File: config.mk
export PLATFORM = sky130hd
export DESIGN_NAME = fifo_rd_packer_flat
export DESIGN_NICKNAME = d
export VERILOG_FILES = /design/src/rtl/fifo_rd_packer_if.sv /design/src/rtl/fifo_rd_packer.sv /design/src/flat_wrapper.sv
export SDC_FILE = /design/constraint.sdc
export NUM_CORES = 1
export LEC_CHECK = 0
export ABC_CLOCK_PERIOD_IN_PS = 2700
export CORE_MARGIN = 3
export CORE_UTILIZATION = 53
export DETAILED_ROUTE_END_ITERATION = 6
export GPL_TIMING_DRIVEN = 1
export PLACE_DENSITY = 0.8
export RECOVER_POWER = 100
export SLEW_MARGIN = 40
export SYNTH_ARGS = -nofsm -noshare
export SYNTH_HDL_FRONTEND = slang
export SYNTH_SLANG_ARGS = --single-unit
File: constraint.sdc
create_clock -name clk -period 2.7 [get_ports clk]
set_clock_uncertainty 0.05 [all_clocks]
set_input_delay 0.405 -clock clk [delete_from_list [all_inputs] [get_ports clk]]
set_output_delay 0.405 -clock clk [all_outputs]
set_load 0.03 [all_outputs]
File: src/rtl/fifo_rd_packer_if.sv
// Signal bundle between the FWFT FIFO read port, the packer and the wide output stream.
// The packer is the master: it drives the pop strobe, the output beat and the error flag.
interface fifo_rd_packer_if #(
    parameter int IN_WIDTH = 32,
    parameter int PACK_NUM = 4
);
    logic                         fifo_empty;
    logic [IN_WIDTH-1:0]          fifo_rdata;
    logic                         fifo_err;
    logic                         fifo_ren;
    logic                         flush;
    logic                         m_valid;
    logic [IN_WIDTH*PACK_NUM-1:0] m_data;
    logic [PACK_NUM-1:0]          m_keep;
    logic                         m_ready;
    logic                         err;

    modport master (
        input  fifo_empty, fifo_rdata, fifo_err, flush, m_ready,
        output fifo_ren, m_valid, m_data, m_keep, err
    );

    modport slave (
        output fifo_empty, fifo_rdata, fifo_err, flush, m_ready,
        input  fifo_ren, m_valid, m_data, m_keep, err
    );
endinterface

File: src/rtl/fifo_rd_packer.sv
// Packs PACK_NUM narrow FWFT FIFO words into one wide registered beat, with
// partial beats on flush or idle timeout and a sticky FIFO ECC error flag.
// Handshake: a beat transfers on a clk edge where m_valid && m_ready; while m_valid
// is high and m_ready low, m_data and m_keep hold. A word is popped on an edge where fifo_ren is high.
module fifo_rd_packer #(
    parameter int IN_WIDTH      = 32,
    parameter int PACK_NUM      = 4,
    parameter int FLUSH_TIMEOUT = 64,
    parameter int TO_CNT_WIDTH  = 8
) (
    input  logic                 clk,
    input  logic                 rst_n,
    fifo_rd_packer_if.master     bus,
    output logic [1:0]           dbg_state
);
    localparam int CNT_W = $clog2(PACK_NUM + 1);
    localparam logic [CNT_W-1:0] CNT_FULL = CNT_W'(PACK_NUM);
    localparam bit TO_EN = (FLUSH_TIMEOUT != 0);
    localparam logic [TO_CNT_WIDTH-1:0] TO_LAST =
        TO_EN ? TO_CNT_WIDTH'(FLUSH_TIMEOUT - 1) : '0;

    typedef enum logic [1:0] {ST_EMPTY, ST_FILL, ST_FULL} state_e;

    state_e                             state;
    logic [PACK_NUM-1:0][IN_WIDTH-1:0]  acc, acc_nxt;
    logic [CNT_W-1:0]                   acc_cnt, cnt_nxt;
    logic                               flush_pend, fp_nxt;
    logic [TO_CNT_WIDTH-1:0]            idle_cnt, idle_nxt;
    logic                               m_valid_q, valid_nxt;
    logic [PACK_NUM-1:0][IN_WIDTH-1:0]  m_data_q, data_nxt, beat_data;
    logic [PACK_NUM-1:0]                m_keep_q, keep_nxt, beat_keep;
    logic                               err_q, err_nxt;
    logic                               out_free, move, pop, idle_inc, to_hit, flush_set;

    always_comb begin
        state     = ST_FILL;
        out_free  = 1'b0;
        move      = 1'b0;
        pop       = 1'b0;
        idle_inc  = 1'b0;
        to_hit    = 1'b0;
        flush_set = 1'b0;
        acc_nxt   = acc;
        cnt_nxt   = acc_cnt;
        idle_nxt  = idle_cnt;
        valid_nxt = m_valid_q;
        data_nxt  = m_data_q;
        keep_nxt  = m_keep_q;
        beat_data = '0;
        beat_keep = '0;
        err_nxt   = err_q | bus.fifo_err;

        if (acc_cnt == '0)          state = ST_EMPTY;
        else if (acc_cnt == CNT_FULL) state = ST_FULL;

        out_free = !m_valid_q || bus.m_ready;
        move     = out_free && (state == ST_FULL || (flush_pend && state != ST_EMPTY));
        pop      = rst_n && !bus.fifo_empty && !flush_pend && (state != ST_FULL || move);

        // Only filled lanes reach the output; the rest are forced to zero.
        for (int i = 0; i < PACK_NUM; i++) begin
            if (CNT_W'(i) < acc_cnt) begin
                beat_keep[i] = 1'b1;
                beat_data[i] = acc[i];
            end
        end

        if (move) begin
            cnt_nxt = pop ? CNT_W'(1) : '0;
            if (pop) acc_nxt[0] = bus.fifo_rdata;
        end else if (pop) begin
            for (int i = 0; i < PACK_NUM; i++) begin
                if (CNT_W'(i) == acc_cnt) acc_nxt[i] = bus.fifo_rdata;
            end
            cnt_nxt = acc_cnt + 1'b1;
        end

        if (move) begin
            valid_nxt = 1'b1;
            data_nxt  = beat_data;
            keep_nxt  = beat_keep;
        end else if (m_valid_q && bus.m_ready) begin
            valid_nxt = 1'b0;
        end

        idle_inc = TO_EN && state == ST_FILL && !pop && !flush_pend;
        to_hit   = idle_inc && idle_cnt == TO_LAST;
        if (pop || move || state != ST_FILL) idle_nxt = '0;
        else if (to_hit)                     idle_nxt = '0;
        else if (idle_inc)                   idle_nxt = idle_cnt + 1'b1;

        // A flush landing on a move cycle only matters if a word enters the fresh beat.
        flush_set = bus.flush && (move ? pop : (state != ST_EMPTY || pop));
        fp_nxt    = flush_set || to_hit || (flush_pend && !move);
    end

    always_ff @(posedge clk or negedge rst_n) begin
        if (!rst_n) begin
            acc        <= '0;
            acc_cnt    <= '0;
            flush_pend <= 1'b0;
            idle_cnt   <= '0;
            m_valid_q  <= 1'b0;
            m_data_q   <= '0;
            m_keep_q   <= '0;
            err_q      <= 1'b0;
        end else begin
            acc        <= acc_nxt;
            acc_cnt    <= cnt_nxt;
            flush_pend <= fp_nxt;
            idle_cnt   <= idle_nxt;
            m_valid_q  <= valid_nxt;
            m_data_q   <= data_nxt;
            m_keep_q   <= keep_nxt;
            err_q      <= err_nxt;
        end
    end

    assign bus.fifo_ren = pop;
    assign bus.m_valid  = m_valid_q;
    assign bus.m_data   = m_data_q;
    assign bus.m_keep   = m_keep_q;
    assign bus.err      = err_q;
    assign dbg_state    = state;
endmodule
File: src/flat_wrapper.sv
// flat-port wrapper written by rule: the top's interface ports become plain ports
module fifo_rd_packer_flat 
#(
    parameter int IN_WIDTH      = 32,
    parameter int PACK_NUM      = 4,
    parameter int FLUSH_TIMEOUT = 64,
    parameter int TO_CNT_WIDTH  = 8
)
  (clk, rst_n, dbg_state, bus_fifo_empty, bus_fifo_rdata, bus_fifo_err, bus_flush, bus_m_ready, bus_fifo_ren, bus_m_valid, bus_m_data, bus_m_keep, bus_err);
  fifo_rd_packer_if #(.IN_WIDTH(IN_WIDTH), .PACK_NUM(PACK_NUM)) bus_i ();
  input  logic clk;
  input  logic rst_n;
  output logic [1:0] dbg_state;
  input wire logic [$bits(bus_i.fifo_empty)-1:0] bus_fifo_empty;
  input wire logic [$bits(bus_i.fifo_rdata)-1:0] bus_fifo_rdata;
  input wire logic [$bits(bus_i.fifo_err)-1:0] bus_fifo_err;
  input wire logic [$bits(bus_i.flush)-1:0] bus_flush;
  input wire logic [$bits(bus_i.m_ready)-1:0] bus_m_ready;
  output wire logic [$bits(bus_i.fifo_ren)-1:0] bus_fifo_ren;
  output wire logic [$bits(bus_i.m_valid)-1:0] bus_m_valid;
  output wire logic [$bits(bus_i.m_data)-1:0] bus_m_data;
  output wire logic [$bits(bus_i.m_keep)-1:0] bus_m_keep;
  output wire logic [$bits(bus_i.err)-1:0] bus_err;
  assign bus_i.fifo_empty = bus_fifo_empty;
  assign bus_i.fifo_rdata = bus_fifo_rdata;
  assign bus_i.fifo_err = bus_fifo_err;
  assign bus_i.flush = bus_flush;
  assign bus_i.m_ready = bus_m_ready;
  assign bus_fifo_ren = bus_i.fifo_ren;
  assign bus_m_valid = bus_i.m_valid;
  assign bus_m_data = bus_i.m_data;
  assign bus_m_keep = bus_i.m_keep;
  assign bus_err = bus_i.err;
  fifo_rd_packer #(.IN_WIDTH(IN_WIDTH), .PACK_NUM(PACK_NUM), .FLUSH_TIMEOUT(FLUSH_TIMEOUT), .TO_CNT_WIDTH(TO_CNT_WIDTH)) u_core (.clk(clk), .rst_n(rst_n), .bus(bus_i), .dbg_state(dbg_state));
endmodule
# == After elaboration in Yosys (flattened, before gate mapping) ==
# Cells that the tools add are included.
# word_totals
regBits,274
inputBits,38
out_inout_bits,137
wordCells,88
# op_classes
add_sub_neg,2
n_lt_le_gt_ge,4
n_eq_ne,9
mux,23
n_bitwise,2
reduce_logical,34
# op_table
cell,n
2-to-1 mux 32 bit,8
2-to-1 mux 8 bit,3
logical AND 1 bit,11
AND reduction 3 bit,3
adder 8 x 1 -> 8 bit (second input constant),1
equality test 8 x 6 -> 1 bit (second input constant),1
logical OR 1 bit,8
2-to-1 mux 1 bit,8
nonzero test 2 bit,4
equality test 2 x 3 -> 1 bit (first input constant),2
< comparator 1 x 3 -> 1 bit (first input constant),2
< comparator 2 x 3 -> 1 bit (first input constant),2
2-to-1 mux 3 bit,2
zero test 1 bit,5
2-to-1 mux 2 bit,2
adder 3 x 1 -> 3 bit (second input constant),1
equality test 1 x 3 -> 1 bit (first input constant),1
equality test 3 bit (second input constant),1
zero test 3 bit,1
nonzero test 3 bit,1
equality test 2 x 1 -> 1 bit (second input constant),1
equality test 2 bit (second input constant),1
!= test 2 x 1 -> 1 bit (second input constant),1
!= test 2 bit (second input constant),1
3 further kinds,3

# == Longest topological paths before layout ==
# Gate-level depths: netlist of run 1.
# depth
depth_word,15
ltp_mapped,10
ltp_nobuf,6

# == Worst setup path before layout of run 1 ==
# No wires, ideal clock.
# synth_path
kind,reg-to-reg
from,register u_core.acc_cnt[1]
to,register u_core.acc_cnt[1]
setup_time_ns,0.132
t_arrival_ns,2.093
required_ns,2.518
setup_slack_ns,0.426
stages_incl_launch_ff,8
path_buffers,1
synth_period_minus_slack_ns,2.274
cell_sequence,dfrtp_1 > inv_1 > ha_1 > buf_4 > and2_1 > a211oi_2 > mux2i_1 > nor2_1
# synth_between
elab_chain_cells,10
word_cells_on_any_way,16
cone_classes,add/sub: 1; eq/ne: 3; mux: 4; reduce/logical: 8
# synth_rtl
item,line,text
start: declaration,fifo_rd_packer.sv:26,"logic [CNT_W-1:0] acc_cnt, cnt_nxt;"
start signal: assignment,fifo_rd_packer.sv:109,acc_cnt <= cnt_nxt;
equality test 3 bit,fifo_rd_packer.sv:54,else if (acc_cnt == CNT_FULL) state = ST_FULL;
2-to-1 mux 2 bit,fifo_rd_packer.sv:54,
2-to-1 mux 2 bit *,fifo_rd_packer.sv:53,if (acc_cnt == '0) state = ST_EMPTY;
named net dbg_state[1],flat_wrapper.sv:13,output logic [1:0] dbg_state;
nonzero test 2 bit,fifo_rd_packer.sv:57,move = out_free && (state == ST_FULL || (flush_pend && state != ST_EMPTY));
logical AND 1 bit,fifo_rd_packer.sv:57,
logical OR 1 bit,fifo_rd_packer.sv:57,
logical AND 1 bit,fifo_rd_packer.sv:57,
logical OR 1 bit *,fifo_rd_packer.sv:58,pop = rst_n && !bus.fifo_empty && !flush_pend && (state != ST_FULL || move);
logical AND 1 bit *,fifo_rd_packer.sv:58,
named net bus_fifo_ren,flat_wrapper.sv:19,output wire logic [$bits(bus_i.fifo_ren)-1:0] bus_fifo_ren;
nonzero test 2 bit (no source line) *,-,
# Mark *: on every way through the listed nets, which the timed path passes. The rest lies on a longest branch. The select of a mux whose other input is x is not followed.
# A chain may end at the register's enable or synchronous reset.

# == Worst setup path after layout of run 1 ==
# layout_path
from,input rst_n
to,register u_core.acc[49] in the netlist's numbering
# layout_between
elab_chain_cells,4
# layout_rtl
item,line,text
start: declaration,flat_wrapper.sv:12,input logic rst_n;
logical AND 1 bit (3 in series),fifo_rd_packer.sv:58,
AND reduction 3 bit (no source line),-,
end signal: assignment,fifo_rd_packer.sv:108,acc <= acc_nxt;
end: declaration,fifo_rd_packer.sv:25,"logic [PACK_NUM-1:0][IN_WIDTH-1:0] acc, acc_nxt;"
# Every way passes these cells.

==> flow_summary.toml, run 1 <==
[clocking]
numCtsBuffers = 27
clk_pin_slew_worst_paths_ns = 0.06
cts_buffer_depth = 3
post_cts_buffers = 0
clock-root-buffer = "clkbuf_16"
clock_sinks = 274
tritoncts = "built"
h-tree-depth = 1
clock_latency_ns = 0.52

[power]
power.switching_w = 0.00524
comb_power_share_pct = 33.8
switching_share_pct = 34.3
p_total_w = 0.0153
leakagePower_nw = 6.65
p_clk_share_pct = 25.0
pwr-share-seq_pct = 41.1
powerDensity_nw_per_um2 = 1150
p_int_w = 0.0101
ir_drop_uv = 669

[global_routing]
first_global_vias = 6803
busiest_layer = "met2"
grt_pass1_wl_um = 38200
grt_use_met1_pct = 31.2
use_met2_pct = 34.9
grt_overflow = 0
antenna_found_initial = 0
grt_usage_pct = 22.1
grt_max_degree = 139
met3_usage_pct = 6.29

[sta]
worst_pin_slew_ns = 0.941
setup_viol = 0
fmax_ghz = 0.386
setup_tns_ns = 0
maxSlewViolCount = 0
relSlewSlack_pct = 37.3
timing.final.crit_share_pct = 95.9
rsz0062_at_grt = "false"
fin_crit_ns = 2.59
final-hold-violation-count = 0

[synth]
synth_edf_count = 0
ys_seq_area_share_pct = 66.2
async_reset_ff_share_pct = 100
synthesis.nets = 768
synth_compound_area_share_pct = 10.3
synth.avg_cell_area_um2 = 14.3
yosysMostFrequentCell = "dfrtp_1"
synth_commonest_cells = "274 x dfrtp_1, 128 x mux2_2, 96 x a22o_1, 72 x nand2_1, 40 x nand3_1"
netlist_instances = 726
synthDistinctLibCells = 45
yosysWarnings = 0
synth_top_area_share_pct = 66.2
synth_adder_area_share_pct = 0.483
synth_top_family_by_area = "multiplexers"
synthTopCellsByArea = "dfrtp_1 66%, mux2_2 14%, a22o_1 8.1%, nand2_1 2.6%, nand3_1 1.9%"
synth.ff_latch_count = 274
syn_area_um2 = 10400
synthXorXnorAreaFrac_pct = 0.0845
synthMuxAreaShare_pct = 14.1
synthSimpleGateAreaFrac_pct = 6.47
synth_top_area_cell = "dfrtp_1"
synth_flop_cell = "dfrtp_1"

[route]
dr.pass1.iters = 4
route.detailed.drc = 0
first_iter_violations = 399
detail-route-antenna-nets = 0
drt-total-wl_um = 23600
wl_per_cell_um = 19.8
vias_per_cell = 5.59
num_vias = 6659

[setup_path]
startpoint_type = "primary input"
reg2reg_depth = 5
path_max_fanout = 29
r2r-start = "u_core.acc_cnt[2]$_DFFE_PN0P_"
r2r_slack_ns = 0.16
reg2reg_to = "u_core.acc[49]$_DFFE_PN0P_"
cp.required_ns = 3.04
crit_arrival_ns = 2.93
end_kind = "register"
crit_type = "primary input to register"

[placement]
place_hpwl_um = 15000
placed_cell_area_um2 = 12500
dp_cells = 1141
gp_congestion = 0.762
io_buffers = 174

[floorplanning]
start_util_pct = 54.7
die_y_um = 146
ios = 175
core.rowCount = 50
die_w_um = 146
fp.dieArea_um2 = 21300
fp.coreArea_um2 = 19000

[final_layout]
drive_above_1_share_pct = 22.5
final_design_area_no_fill_um2 = 13300
syn2layout_area_growth_pct = 28.6
diodes = 0
final_core_util_pct = 70.3
finalNonFillerCells = 1192
nets = 954

[min_path]
holdPathEnd = "u_core.bus.err$_DFF_PN0_"
min_path_cells = 1
min_path_type = "register to register"
hp-start = "u_core.bus.err$_DFF_PN0_"

[flow_run]
cap_violations = 0

[run_status]
outcome = "complete, no violations"
[worst max path at each step]
stage | endpoint | slack (ns) | from
floorplan | u_core.acc_cnt[1]$_DFFE_PN0P_ | 0.43 | u_core.acc_cnt[1]$_DFFE_PN0P_
global placement | u_core.bus.m_data[9]$_DFFE_PN0P_ | 0.19 | bus_m_ready
detailed placement | u_core.acc[24]$_DFFE_PN0P_ | 0.26 | bus_m_ready
CTS | dbg_state[1] | 0.03 | u_core.acc_cnt[2]$_DFFE_PN0P_
global route | u_core.bus.m_data[13]$_DFFE_PN0P_ | 0.02 | u_core.acc_cnt[1]$_DFFE_PN0P_
finish | u_core.acc[49]$_DFFE_PN0P_ | 0.11 | rst_n
[sequential cells by signal, summed over array words and instances, names as in the netlist]
signal              cells
u_core.idle_cnt         8
u_core.acc_cnt          3
u_core.bus.m_keep       4
u_core.bus.m_valid      1
u_core.acc            128
u_core.bus.err          1
u_core.bus.m_data     128
u_core.flush_pend       1
[metal layers]
layer | up-vias | wire [µm]
li1 | 3000 | -
met1 | 3464 | 10600
met2 | 171 | 11100
met3 | 24 | 1660
met4 | 0 | 308
met5 | - | 0
[cells by family after synthesis]
group,after synthesis
adder cells (fa/ha/maj),4
buffers and inverters,52
flip-flops,274
XOR/XNOR,1
AND/OR/NAND/NOR,142
multiplexers,130
AO/OA/AOI/OAI,123
[critical path, stage by stage]
cell and delay [ns]:
dlygate4sd3_1 0.53, clkbuf_1 0.22, nand2b_1 0.16, nor3_1 0.43, nand3_1 0.33, clkbuf_4 0.46
mux2_2 0.37
[timing repair]
| action | CTS | global route |
|---|---|---|
| hold endpoints to repair | 35 | 0 |
| gates resized for setup | 0 | 1 |
| endpoints found under the setup margin | 0 | 1 |
| hold buffers | 1 | 0 |
[power groups by stage]
stage | clock (W) | combinational, W | sequential (W)
after detailed placement | 0 | 0.00549 | 0.00635
final | 0.00383 | 0.00517 | 0.00629
after global placement | 0 | 0.00532 | 0.00630
after CTS | 0.00390 | 0.00551 | 0.00631
after global routing | 0.00406 | 0.00556 | 0.00645
after floorplan | 0 | 0.00252 | 0.00714
[metrics by stage]
step / hold slack (ns) / worst slack (ns)
floorplan: 0.0594 / 0.426
global placement: 0.396 / 0.193
detailed placement: 0.399 / 0.261
CTS: 0.401 / 0.0260
global route: 0.405 / 0.0176
finish: 0.407 / 0.112
[cell type report]
cell class              count  area, µm²
clock buffers              35        776
multi-input cells         400       3240
inverters                   4       15.0
flip-flops and latches    274       6860
clock inverters            14        148
repair buffers            205       1970
fillers                  1300       5620
well taps                 260        325
[layout by cell type (no fill, tap or decap), types with 10 or more instances in the layout]
cell / netlist / routed
clkbuf_16: 0 / 27
buf_4: 7 / 12
mux2_2: 128 / 128
clkdlybuf4s50_1: 0 / 37
nand3_1: 40 / 40
clkinv_2: 0 / 10
dlygate4sd3_1: 0 / 135
dfrtp_1: 274 / 273
a22o_1: 96 / 96
nand2_1: 72 / 70
No activity file was read; power rests on OpenSTA's default activity.
==> inputs of run 2 (changes only) <==
TNS_END_PERCENT = 20   (was unset)
==> results of run 2 <==
No change in the layout: final DEF, timing and power equal those of run 1.
